File: config.mk
export PLATFORM = sky130hd
export DESIGN_NAME = iot_event_arbiter
export DESIGN_NICKNAME = d
export VERILOG_FILES = /design/src/rtl/iot_event_arbiter.sv
export SDC_FILE = /design/constraint.sdc
export NUM_CORES = 1
export LEC_CHECK = 0
export CORE_MARGIN = 4
export CORE_UTILIZATION = 60
export CTS_CLUSTER_DIAMETER = 50
export DETAILED_ROUTE_END_ITERATION = 12
export PLACE_DENSITY_LB_ADDON = 0.25
export SKIP_LAST_GASP = 1
export SLEW_MARGIN = 5
export SYNTH_ARGS = -nofsm -noshare
export SYNTH_HDL_FRONTEND = slang
export SYNTH_SLANG_ARGS = --single-unit
File: constraint.sdc
create_clock -name i_clk -period 8.1 [get_ports i_clk]
set_clock_uncertainty 0.15 [all_clocks]
set_input_delay 0.81 -clock i_clk [delete_from_list [all_inputs] [get_ports i_clk]]
set_output_delay 0.81 -clock i_clk [all_outputs]
set_load 0.01 [all_outputs]
File: src/rtl/iot_event_arbiter.sv
// iot_event_arbiter: turns per-device connect/disconnect edges into pending
// events and serialises them round-robin as one-cycle join/leave strobes,
// while keeping a committed map of what the downstream counter has seen.
module iot_event_arbiter #(
  parameter int unsigned N_DEV = 8
) (
  input  logic             i_clk,
  input  logic             i_rst,
  input  logic [N_DEV-1:0] i_dev_on,
  output logic             o_on_off,
  output logic             o_change,
  output logic [N_DEV-1:0] o_active_map,
  output logic             o_busy
);

  localparam int unsigned RR_W = (N_DEV > 1) ? $clog2(N_DEV) : 1;

  logic [N_DEV-1:0] r_dev_q;
  logic [N_DEV-1:0] r_pend;
  logic [N_DEV-1:0] r_pdir;
  logic [N_DEV-1:0] r_active_map;
  logic [RR_W-1:0]  r_rr;
  logic             r_on_off;
  logic             r_change;

  logic [N_DEV-1:0] w_edge;
  logic             w_grant_valid;
  logic [RR_W-1:0]  w_grant_idx;
  logic [RR_W-1:0]  w_rr_next;
  logic [RR_W:0]    w_scan_sum;
  logic [RR_W-1:0]  w_scan_idx;

  assign w_edge = i_dev_on ^ r_dev_q;

  // Round-robin pick: first pending device at or after r_rr, wrapping at N_DEV.
  always_comb begin
    w_grant_valid = 1'b0;
    w_grant_idx   = '0;
    w_scan_sum    = '0;
    w_scan_idx    = '0;
    for (int k = 0; k < N_DEV; k++) begin
      w_scan_sum = {1'b0, r_rr} + (RR_W+1)'(k);
      if (w_scan_sum >= (RR_W+1)'(N_DEV)) begin
        w_scan_sum = w_scan_sum - (RR_W+1)'(N_DEV);
      end
      w_scan_idx = RR_W'(w_scan_sum);
      if (!w_grant_valid && r_pend[w_scan_idx]) begin
        w_grant_valid = 1'b1;
        w_grant_idx   = w_scan_idx;
      end
    end
  end

  // Pointer advances past the granted device, wrapping to 0.
  always_comb begin
    if (w_grant_idx == RR_W'(N_DEV - 1)) begin
      w_rr_next = '0;
    end else begin
      w_rr_next = w_grant_idx + RR_W'(1);
    end
  end

  // Edge sampling, pending bookkeeping, grant and committed-map update.
  always_ff @(posedge i_clk) begin
    if (i_rst) begin
      r_dev_q      <= '0;
      r_pend       <= '0;
      r_pdir       <= '0;
      r_active_map <= '0;
      r_rr         <= '0;
      r_on_off     <= 1'b0;
      r_change     <= 1'b0;
    end else begin
      r_dev_q <= i_dev_on;

      for (int i = 0; i < N_DEV; i++) begin
        if (w_grant_valid && (w_grant_idx == RR_W'(i))) begin
          // A fresh edge on the grant edge re-arms with the new direction.
          r_pend[i] <= w_edge[i];
          if (w_edge[i]) begin
            r_pdir[i] <= i_dev_on[i];
          end
        end else if (w_edge[i]) begin
          // Opposite edge while still pending cancels with no net change.
          if (r_pend[i]) begin
            r_pend[i] <= 1'b0;
          end else begin
            r_pend[i] <= 1'b1;
            r_pdir[i] <= i_dev_on[i];
          end
        end
      end

      if (w_grant_valid) begin
        r_on_off                  <= 1'b1;
        r_change                  <= r_pdir[w_grant_idx];
        r_active_map[w_grant_idx] <= r_pdir[w_grant_idx];
        r_rr                      <= w_rr_next;
      end else begin
        r_on_off <= 1'b0;
      end
    end
  end

  assign o_on_off     = r_on_off;
  assign o_change     = r_change;
  assign o_active_map = r_active_map;
  assign o_busy       = |r_pend;

endmodule

After elaboration in Yosys (flattened, before gate mapping):

Index checks and enable logic that the tools add are counted.

* flip-flop bits (word level): 37
* memories kept: 0
* bits in read-only memories: 0
* memory bits (writable): 0
* output and inout bits: 11
* word-level logic and storage cells: 215
* input port bits: 10
* bits in latches: 0

* bitwise gates (word level): 1
* $mul: 0
* mux-type cells: 103
* equal/unequal tests: 15
* add/subtract/negate cells: 16
* divide/modulo/power cells: 0
* $lt $le $gt $ge: 18
* reductions and logical operators: 41
* shift operators: 0

Operators by type and width (count)
* $mux W1: 75
* $mux W3: 17
* $lt A3 B4 Y1 const B: 9
* $ge A4 B4 Y1 const B: 7
* $bmux W1 S3: 9
* $sub A3 B1 Y3 const B: 8
* $add A3 B3 Y4 const B: 4
* $logic_and A1 B1 Y1: 16
* $ne A2 B1 Y1 const B: 8
* $reduce_and A2 Y1: 8
* $reduce_bool A2 Y1: 8
* $eq A3 B3 Y1 const B: 4
* $add A3 B2 Y4 const B: 2
* $bwmux W8: 1
* $reduce_or A8 Y1: 1
* $xor A8 B8 Y8: 1
* $logic_not A1 Y1: 7
* $eq A3 B2 Y1 const B: 2
* $add A3 B1 Y4 const B: 1
* $ge A3 B4 Y1 const B: 1
* $add A3 B1 Y3 const B: 1
* $demux W1 S3: 1
* $eq A3 B1 Y1 const B: 1
* $ge A3 B1 Y1 const B: 1
* $logic_not A3 Y1: 1

Longest topological paths before layout:

Gate-level depths: netlist (run 1).

* depth in word-level cells: 31
* gate-level depth with buffers: 18

Worst setup path before layout (run 1):

OpenSTA, ideal clock, no wires.

* path type: register -> register
* start point: reg r_rr[1]
* end point: reg r_pdir[3]
* cell stages (with the launch flop): 18
* setup slack: 4.068 ns
* path buffers: 4
* arrival time: 3.764 ns
* required time: 7.832 ns
* cells stage by stage: dfxtp_1 > buf_2 > buf_2 > inv_1 > ha_1 > buf_2 > mux4_2 > mux2i_1 > nand2_1 > nor3_1 > a21oi_1 > o221ai_2 > buf_2 > ha_1 > inv_1 > o21ai_0 > o21bai_1 > o2bb2ai_1

* cells in the longest elaborated chain, start to end: 30

Ends and longest elaborated chain
* from (decl): line 22 `logic [RR_W-1:0] r_rr;`
* from (signal assigned): line 98 `r_rr <= w_rr_next;`
* branches (longest 27 deep; another with $add A3 B1 Y4)
* $logic_and A1 B1 Y1 (*): line 77 `if (w_grant_valid && (w_grant_idx == RR_W'(i))) begin`
* $ne A2 B1 Y1 (no source line)
* $reduce_and A2 Y1 (no source line)
* to (signal, indexed assignment): line 81 `r_pdir[i] <= i_dev_on[i];`
* to (signal, indexed assignment): line 89 `r_pdir[i] <= i_dev_on[i];`
* to (decl): line 20 `logic [N_DEV-1:0] r_pdir;`

Mark *: on every way between the ends. The select of a mux whose other input is x is not followed.
A chain may end at the register's enable or synchronous reset.

Worst setup path after layout (run 1):

* start point: reg r_rr[1]
* end point: reg r_pend[3]

* cells in the longest elaborated chain, start to end: 29

Ends and longest elaborated chain
* branches (longest 27 deep; another with $add A3 B1 Y4)
* $logic_and A1 B1 Y1 (*): line 77
* $mux W1 / $reduce_bool A2 Y1 (equally long branches)
* to (signal, indexed assignment): line 79 `r_pend[i] <= w_edge[i];`
* to (decl): line 19 `logic [N_DEV-1:0] r_pend;`

Marked as above.

==> summary.md, run 1 <==
| Metric | Value |
|---|---|
| Drt total wl | `about 5700 um` |
| First-pass GRT wire length | `9715 um` |
| Detail Placement HPWL | `approximately 4100 um` |
| # nets final | `316` |
| CTS clk-pin slew, worst paths | `80 ps` |
| I/O Buffers | `20` |
| Syn. warnings | `0` |
| Clk sink count | `37` |
| CTS max path bufs | `2` |
| Status | `finished, final reports clean` |
| H-tree depth | `2` |
| Worst endpoint required time | `8110 ps` |
| Post-synth EDFFs | `0` |
| Vias per cell | `6.090` |
| Syn nets | `312` |
| Clk_lat worst skew | `290 ps` |
| Max Slew Vio Count | `0` |
| Min setup slack post-route | `2851 ps` |
| Top FF cell, synth | `dfxtp_1` |
| Fmax | `0.1905 GHz` |
| Synth area leaders | `dfxtp_1 (27%), mux4_2 (8.9%), mux2i_1 (6.1%), xnor2_1 (5.0%), nor2b_1 (3.8%)` |
| Layout cell share with drive strength beyond 1 | `0.1743` |
| Synth cell count leaders | `dfxtp_1 (37), nor2_1 (27), nand2_1 (19)` |
| Post-synth ARST share | `0` |
| Initial DRC Count | `171` |
| Post-CTS Setup Bufs | `0` |
| Routability Congestion | `0.9262` |
| Final Hold Violating Endpoints | `0` |
| Post-route clock period utilization | `0.6480` |
| Crit-path cells | `inv_1, ha_1, mux4_2, mux2i_1, nand2_1, nor3_1, a21oi_1, o221ai_2, ha_1, inv_1, o21ai_0, xnor2_1, nor2_1` |
| Crit-path slowest cell | `dfxtp_1` |
| Hold Path Class | `flop to flop` |
| Pin count of the biggest net entering global routing | `50` |
| Cell depth of the worst min-delay path | `1` |
| Final setup vio count | `0` |
| Vias | `2168` |
| Max-slew headroom | `0.4339` |
| Core area | `4414 sq um` |
| Synthesized cell area | `approximately 2800 sq um` |
| Setup WS pre-CTS | `roughly 3000 ps` |
| Crit end category | `flop` |
| DR pass1 iterations | `4` |
| Die area | `5789 sq um` |
| Synthesized area per cell | `9.302 sq um` |
| Remaining Overflow, GRT | `0` |
| R2R depth | `13` |
| Vias in the first global route | `2074` |
| CTS Hold Buffers Added | `0` |
| Worst-Margin Slew | `849.2 ps` |
| Antenna-violating nets left | `0` |
| Crit path kind | `flop to flop` |
| Initial antenna violation count | `0` |
| Post-synth top area cell | `dfxtp_1` |
| Initial Util | `0.6301` |
| Layout area overhead | `9.447%` |
| Min cycle time layout | `about 5200 ps` |
| Die height | `between 70 and 80 um` |
| Yosys reg bits | `37` |
| CTS Root Cell | `clkbuf_8` |
| RSZ-0062 raised after global routing | `false` |
| Largest stage delay, worst path | `850 ps` |
| Crit Path Max Fanout | `17` |
| DRC | `0` |
| Antenna cells | `0` |
| Tot GR Track Use | `0.1986` |
| Per-cell routed wire length | `16.05 um` |
| Post-CTS sizing | `0` |
| CTS tree | `built` |
| Core Rows | `24` |
| Most common cell in the netlist | `dfxtp_1` |
| Yosys cell types | `65` |
| Sequential area share after synthesis | `0.2663` |
| Inserted Clock Buffers | `5` |
| Top Ports | `21` |
| Die width | `between 70 and 80 um` |
| CP Data Arrival Time | `about 5300 ps` |
| Max-Cap Viols | `0` |
| Yosys top cell area share | `0.2663` |
| Post-Synthesis Cells | `about 300` |
| Setup_tns | `0 ps` |
| Critical path launch point type | `flop` |
-- cell usage in the layout (no fill, tap or decap), types with 2 or more instances in the layout --
cell / count
nor4_1: 2
mux2i_1: 17
o22ai_1: 5
nor3_1: 10
o31ai_2: 3
nor3b_2: 4
dfxtp_1: 37
o21ai_1: 2
o21bai_1: 6
ha_1: 3
nand3_1: 4
a21oi_1: 12
a22oi_1: 2
and3_1: 3
o221ai_2: 2
mux2_2: 5
clkdlybuf4s50_1: 20
nor2_1: 27
nand2_1: 19
xnor2_1: 16
mux4_2: 11
nor2b_1: 17
nand2b_1: 9
clkbuf_8: 6
or3_1: 3
o21ai_0: 8
mux2_4: 2
o2bb2ai_1: 6
a211oi_1: 2
inv_1: 7
-- stage by stage --
stage	instance area, sq um	util	hold slack, ps	std cells
2_1_floorplan	2781	-	274.4	299
3_3_place_gp	2924	0.6624	284.4	348
3_5_place_dp	2924	0.6624	293.9	348
4_1_cts	3044	0.6896	308.2	356
5_1_grt	3044	0.6896	329.7	356
6_report	3044	0.6896	303.0	356
-- per-layer routing --
layer,part of all wire,vias to the layer above,wire [um],GRT usage
met5,0,-,0,0
met4,0.014,0,78,0.07168
met3,0.035,8,202,0.03901
met2,0.48,43,2727,0.3202
met1,0.47,1021,2707,0.2631
li1,-,1096,-,-
-- cell type report --
cell class              count  area (sq um)
clock inverters             2         37.54
flip-flops and latches     37         740.7
multi-input cells         231          1884
inverters                   7         26.28
well taps                  52         65.06
fillers                   345          1370
clock buffers               6         82.58
repair buffers             21         207.7
-- critical path, delay by kind of cell (launching register included) --
kind / cells / cell delay [ps]
fa+ha+maj: 2 / 1130
compound gates: 3 / 1120
mux: 2 / 950
flops: 1 / 850
simple gates: 3 / 420
buf+inv: 2 / 330
xor+xnor: 1 / 180
-- state kept, by name, indices dropped and copies added, names as in the netlist --
register	cells
r_dev_q	8
r_pdir	8
o_on_off	1
r_pend	8
o_active_map	8
o_change	1
r_rr	3
-- kinds of logic (layout without fill, tap and decap cells) --
logic type	after synthesis	count (layout)	synth area share
compound gates	68	68	0.1975
xor+xnor	18	18	0.06208
fa+ha+maj	3	3	0.01350
buf+inv	31	36	0.05623
flops	37	37	0.2663
mux	38	38	0.2029
simple gates	104	104	0.2015
-- final timing paths --
| check | startpoint | end | slack, ps |
|---|---|---|---|
| worst min register to register | r_dev_q[3] | r_pdir[3] | 300 |
| worst max register to register | r_rr[1] | r_pend[3] | 2850 |
| worst max-delay path | r_rr[1] | r_pend[3] | 2850 |
| worst min-delay path | r_dev_q[3] | r_pdir[3] | 300 |
Power of run 1 is left out: the tool's default activity adds up to more than one toggle a clock period on the data nets, which glitch-free logic cannot reach.
==> run 2, diff against run 1 <==
--- a/config.mk
+++ b/config.mk
@@ -6,7 +6,7 @@
 export NUM_CORES = 1
 export LEC_CHECK = 0
 export CORE_MARGIN = 4
-export CORE_UTILIZATION = 60
+export CORE_UTILIZATION = 59
 export CTS_CLUSTER_DIAMETER = 50
 export DETAILED_ROUTE_END_ITERATION = 12
 export PLACE_DENSITY_LB_ADDON = 0.25
==> constraint.sdc (replaced) <==
create_clock -name i_clk -period 5.35 [get_ports i_clk]
set_clock_uncertainty 0.15 [all_clocks]
set_input_delay 0.535 -clock i_clk [delete_from_list [all_inputs] [get_ports i_clk]]
set_output_delay 0.535 -clock i_clk [all_outputs]
set_load 0.01 [all_outputs]
==> summary.md, run 2 (synthesis gave the netlist of run 1 again) <==
| Metric | Value |
|---|---|
| Post-CTS Setup Bufs | `0 (unchanged)` |
| Core Rows | `24 (unchanged)` |
| Routability Congestion | `0.8862 (-4.3%)` |
| Layout cell share with drive strength beyond 1 | `0.1765 (+0.002128)` |
| Tot GR Track Use | `0.2143 (+0.01575)` |
| Fin util | `0.6824 (-0.007194)` |
| FF/Latch Area | `740.7 sq um (unchanged)` |
| Remaining Overflow, GRT | `0 (unchanged)` |
| Die area | `5877 sq um (+1.5%)` |
| Multi-input gate area | `1884 sq um (unchanged)` |
| Vias per cell | `6.120 (+0.50%)` |
| Initial antenna violation count | `0 (unchanged)` |
| Die height | `76.66 um (+0.76%)` |
| Hold path startpoint | `r_dev_q[7]` |
| Crit end category | `flop` |
| Detail Placement HPWL | `4317 um (+5.5%)` |
| Vias in the first global route | `2173 (+4.8%)` |
| CP Depth | `13 (unchanged)` |
| DP Area | `2947 sq um (+0.77%)` |
| Status | `finished, final reports clean` |
| Crit path max-delay family | `adder cells` |
| Layout area overhead | `9.042%` |
| Fmax | `0.2469 GHz (+30%)` |
| Antenna cells | `0 (unchanged)` |
| Hold Path Class | `flop to flop` |
| Final Hold Violating Endpoints | `0 (unchanged)` |
| Pin count of the biggest net entering global routing | `50 (unchanged)` |
| Commonest non-fill, non-tap cell in the layout | `dfxtp_1` |
| Initial DRC Count | `203 (+19%)` |
| DRC | `0 (unchanged)` |
| # nets final | `319 (+0.95%)` |
| Critical path launch point type | `flop` |
| CTS Hold Buffers Added | `0 (unchanged)` |
| Max-Cap Viols | `0 (unchanged)` |
| WP buf/inv | `2 (unchanged)` |
| CTS Root Cell | `clkbuf_8` |
| Crit Path Max Fanout | `16 (-1)` |
| Crit-path cells | `inv_1, ha_1, mux4_2, mux2i_1, nand2_1, nor3_1, a21oi_1, o221ai_2, ha_1, inv_1, o21ai_0, o21bai_1, o2bb2ai_1` |
| Min cycle time layout | `4050 ps (-1199 ps)` |
| Post-route clock period utilization | `0.7570 (+0.1089)` |
| Most frequent cells in the layout | `dfxtp_1 (37), nor2_1 (27), clkdlybuf4s50_1 (20)` |
| Critical path launch point | `r_rr[0]` |
| RR Startpoint | `r_rr[0]` |
| I/O Buffers | `20 (unchanged)` |
| Max Slew Vio Count | `0 (unchanged)` |
| Inserted Clock Buffers | `5 (unchanged)` |
| Vias | `2191 (+1.1%)` |
| Core area | `4444 sq um (+0.68%)` |
| H-tree depth | `2 (unchanged)` |
| Clk_lat worst skew | `290 ps (about the same)` |
| R2R depth | `13 (unchanged)` |
| Cell depth of the worst min-delay path | `1 (unchanged)` |
| Crit path kind | `flop to flop` |
| Max-slew headroom | `0.4535 (+0.01968)` |
| Per-cell routed wire length | `16.39 um (+2.1%)` |
| Number of fillers in the final layout | `357 (+3.5%)` |
| Initial Util | `0.6258 (-0.004257)` |
| Antenna-violating nets left | `0 (unchanged)` |
| Worst-Margin Slew | `818.6 ps (-30.64 ps)` |
| Final instance area | `3033 sq um (-0.37%)` |
| Die width | `76.66 um (+0.76%)` |
| Largest stage delay, worst path | `720 ps (-130 ps)` |
| Hold_ws | `291.3 ps (-11.68 ps)` |
| CTS tree | `built` |
| Worst endpoint required time | `5370 ps (-2740 ps)` |
| Setup_tns | `0 ps (unchanged)` |
| Final setup vio count | `0 (unchanged)` |
| First-pass GRT wire length | `10450 um (+7.6%)` |
| CP Data Arrival Time | `4070 ps (-1190 ps)` |
| DR pass1 iterations | `4 (unchanged)` |
| Drt total wl | `5866 um (+2.6%)` |
| CTS max path bufs | `2 (unchanged)` |
| Post-CTS sizing | `0 (unchanged)` |
| Crit-path slowest cell | `ha_1` |
| CTS clk-pin slew, worst paths | `70 ps (about the same)` |
| Top Ports | `21 (unchanged)` |
| Clk sink count | `37 (unchanged)` |
| RSZ-0062 raised after global routing | `false` |
-- run 2: cell types whose count changed in the layout (fill, tap and decap cells not counted) --
cell and change:
buf_4 +3, bufinv_16 -1, clkbuf_1 +1, clkinvlp_4 -1
-- run 2: final timing paths --
path	to	slack (ps)
worst max register to register	r_pdir[3]	1300
worst min-delay path	r_pdir[7]	290
worst min register to register	r_pdir[7]	290
worst max-delay path	r_pdir[3]	1300
-- run 2: stage by stage --
| stage | setup WS, ps | instances |
|---|---|---|
| 2_1_floorplan | 1318 | 299 |
| 3_3_place_gp | 1438 | 351 |
| 3_5_place_dp | 1327 | 351 |
| 5_1_grt | 962.3 | 358 |
| 6_report | 1300 | 358 |
| 4_1_cts | 1302 | 358 |
-- run 2: per-layer routing --
metal,wire length (um),vias up,track usage
met5,0,-,0
met4,147,0,0.08514
met3,275,15,0.03630
met2,2746,56,0.3449
met1,2696,1021,0.2857
li1,-,1099,-
-- run 2: final cells by class --
type / instances / area share
repair buffers: 24 / 0.07591
multi-input cells: 231 / 0.6213
well taps: 52 / 0.02145
flip-flops and latches: 37 / 0.2442
inverters: 7 / 0.008663
clock buffers: 7 / 0.02847
-- run 2: worst register-to-register path: cells and delay by family (launching register included) --
kind	cells	cell delay [ps]
adder cells (fa/ha/maj)	2	990
multiplexers	2	960
AO/OA/AOI/OAI	5	950
AND/OR/NAND/NOR	2	370
flip-flops	1	330
buffers and inverters	2	180
Power of run 2 is left out for the same reason.
==> run 3, diff against run 2 <==
==> constraint.sdc (replaced) <==
create_clock -name i_clk -period 4 [get_ports i_clk]
set_clock_uncertainty 0.15 [all_clocks]
set_input_delay 0.4 -clock i_clk [delete_from_list [all_inputs] [get_ports i_clk]]
set_output_delay 0.4 -clock i_clk [all_outputs]
set_load 0.01 [all_outputs]
==> summary.md, run 3 (synthesis gave the netlist of run 1 again) <==
| Metric | Value |
|---|---|
| RR Startpoint | `r_rr[1]` |
| I/O Buffers | `20 (unchanged)` |
| Remaining Overflow, GRT | `0 (unchanged)` |
| Max-Cap Viols | `0 (unchanged)` |
| Initial DRC Count | `174 (-14%)` |
| RSZ-0062 raised after global routing | `false` |
| Layout cell share with drive strength beyond 1 | `0.2032 (+0.02670)` |
| Clk_lat worst skew | `290 ps (about the same)` |
| Worst-Margin Slew | `533.7 ps (-284.8 ps)` |
| Max-slew headroom | `0.6441 (+0.1906)` |
| Final Hold Violating Endpoints | `0 (unchanged)` |
| Tot GR Track Use | `0.2076 (-0.006713)` |
| Fmax | `0.2704 GHz (+9.5%)` |
| Die area | `5877 sq um (unchanged)` |
| Final setup vio count | `0 (unchanged)` |
| Per-cell routed wire length | `16.17 um (-1.3%)` |
| Crit Path Max Fanout | `14 (-2)` |
| # nets final | `327 (+2.5%)` |
| Inserted Clock Buffers | `5 (unchanged)` |
| DRC | `0 (unchanged)` |
| First-pass GRT wire length | `10120 um (-3.2%)` |
| Max Slew Vio Count | `0 (unchanged)` |
| Hold path startpoint | `r_dev_q[4]` |
| CTS clk-pin slew, worst paths | `80 ps (about the same)` |
| CTS max path bufs | `2 (unchanged)` |
| Initial antenna violation count | `0 (unchanged)` |
| Top Ports | `21 (unchanged)` |
| Pin count of the biggest net entering global routing | `50 (unchanged)` |
| Critical path launch point | `r_rr[1]` |
| Status | `finished, final reports clean` |
| CP Data Arrival Time | `3720 ps (-350 ps)` |
| Initial Util | `0.6258 (unchanged)` |
| Antenna-violating nets left | `0 (unchanged)` |
| Detail Placement HPWL | `4318 um (about the same)` |
| Routability Congestion | `0.9608 (+8.4%)` |
| DR pass1 iterations | `4 (unchanged)` |
| CTS tree | `built` |
| Core Rows | `24 (unchanged)` |
| Layout area overhead | `12.42%` |
| Vias per cell | `6.163 (+0.71%)` |
| Vias in the first global route | `2146 (-1.2%)` |
| Vias | `2262 (+3.2%)` |
| Worst endpoint required time | `4020 ps (-1350 ps)` |
| Min cycle time layout | `3698 ps (-351.4 ps)` |
| Crit end category | `flop` |
| Hold Path Class | `flop to flop` |
| Placed cell count | `354 (+0.85%)` |
| Commonest non-fill, non-tap cell in the layout | `dfxtp_1` |
| CTS Root Cell | `clkbuf_8` |
| Crit path kind | `flop to flop` |
| Non-Filler Instances | `367 (+2.5%)` |
| Drt total wl | `5934 um (+1.2%)` |
| Core area | `4444 sq um (unchanged)` |
| Most frequent cells in the layout | `dfxtp_1 (37), nor2_1 (27), clkdlybuf4s50_1 (20)` |
| Fin util | `0.7035 (+0.02111)` |
| Antenna cells | `0 (unchanged)` |
| Setup_tns | `0 ps (unchanged)` |
| Clk sink count | `37 (unchanged)` |
| CTS Hold Buffers Added | `0 (unchanged)` |
| Die width | `76.66 um (unchanged)` |
| Post-route clock period utilization | `0.9246 (+0.1676)` |
| Critical path launch point type | `flop` |
| Die height | `76.66 um (unchanged)` |
| H-tree depth | `2 (unchanged)` |
==> run 3: cell count changes in the layout (fill, tap and decap cells not counted), sizes merged <==
| cell | delta |
|---|---|
| buf | +8 |
| bufinv | +1 |
| clkbuf | -1 |
| clkinvlp | +1 |
==> run 3: final timing paths <==
| path | end | slack [ps] | depth (start not counted) |
|---|---|---|---|
| hold / removal | r_pdir[4] | 300 | 1 |
| setup / recovery | r_pend[2] | 300 | 12 |
| setup reg to reg | r_pend[2] | 300 | 12 |
| hold reg to reg | r_pdir[4] | 300 | 1 |
==> run 3: repair_timing <==
action	CTS	global route
endpoints found under the setup margin	0	4
gates resized for setup	0	2
setup buffers	0	5
==> run 3: through the flow <==
stage	hold slack [ps]	area (sq um)	setup WS [ps]
after floorplan	274.4	2784	26.28
after global placement	284.8	2969	335.1
after detailed placement	293.8	2969	196.6
after CTS	305.8	3089	176.9
after global routing	315.6	3127	18.20
final	304.1	3127	301.6
==> run 3: per-layer routing <==
| layer | vias to the layer above | share of wire | track usage | routed length (um) |
|---|---|---|---|---|
| met4 | 0 | 0.019 | 0.07065 | 111 |
| met3 | 13 | 0.044 | 0.03864 | 263 |
| met2 | 67 | 0.50 | 0.3493 | 2956 |
| met5 | - | 0 | 0 | 0 |
| li1 | 1115 | - | - | - |
| met1 | 1067 | 0.44 | 0.2666 | 2602 |
==> run 3: final cells by class <==
class | instances | area, sq um
clock buffer | 6 | 82.58
tap | 52 | 65.06
fill | 327 | 1318
multi-input combinational | 231 | 1884
clock inverter | 2 | 37.54
timing repair buffer | 32 | 290.3
sequential | 37 | 740.7
inverter | 7 | 26.28
==> run 3: critical path, stage by stage (launching register included) <==
cell	delay, ps
dfxtp_1	330
inv_1	90
ha_1	490
mux4_2	420
mux2i_1	340
and3_1	320
o2111ai_1	150
a31o_2	230
o221ai_2	80
buf_4	280
nor3b_2	290
nor2b_1	110
mux2_1	310
Power of run 3 is left out for the same reason.
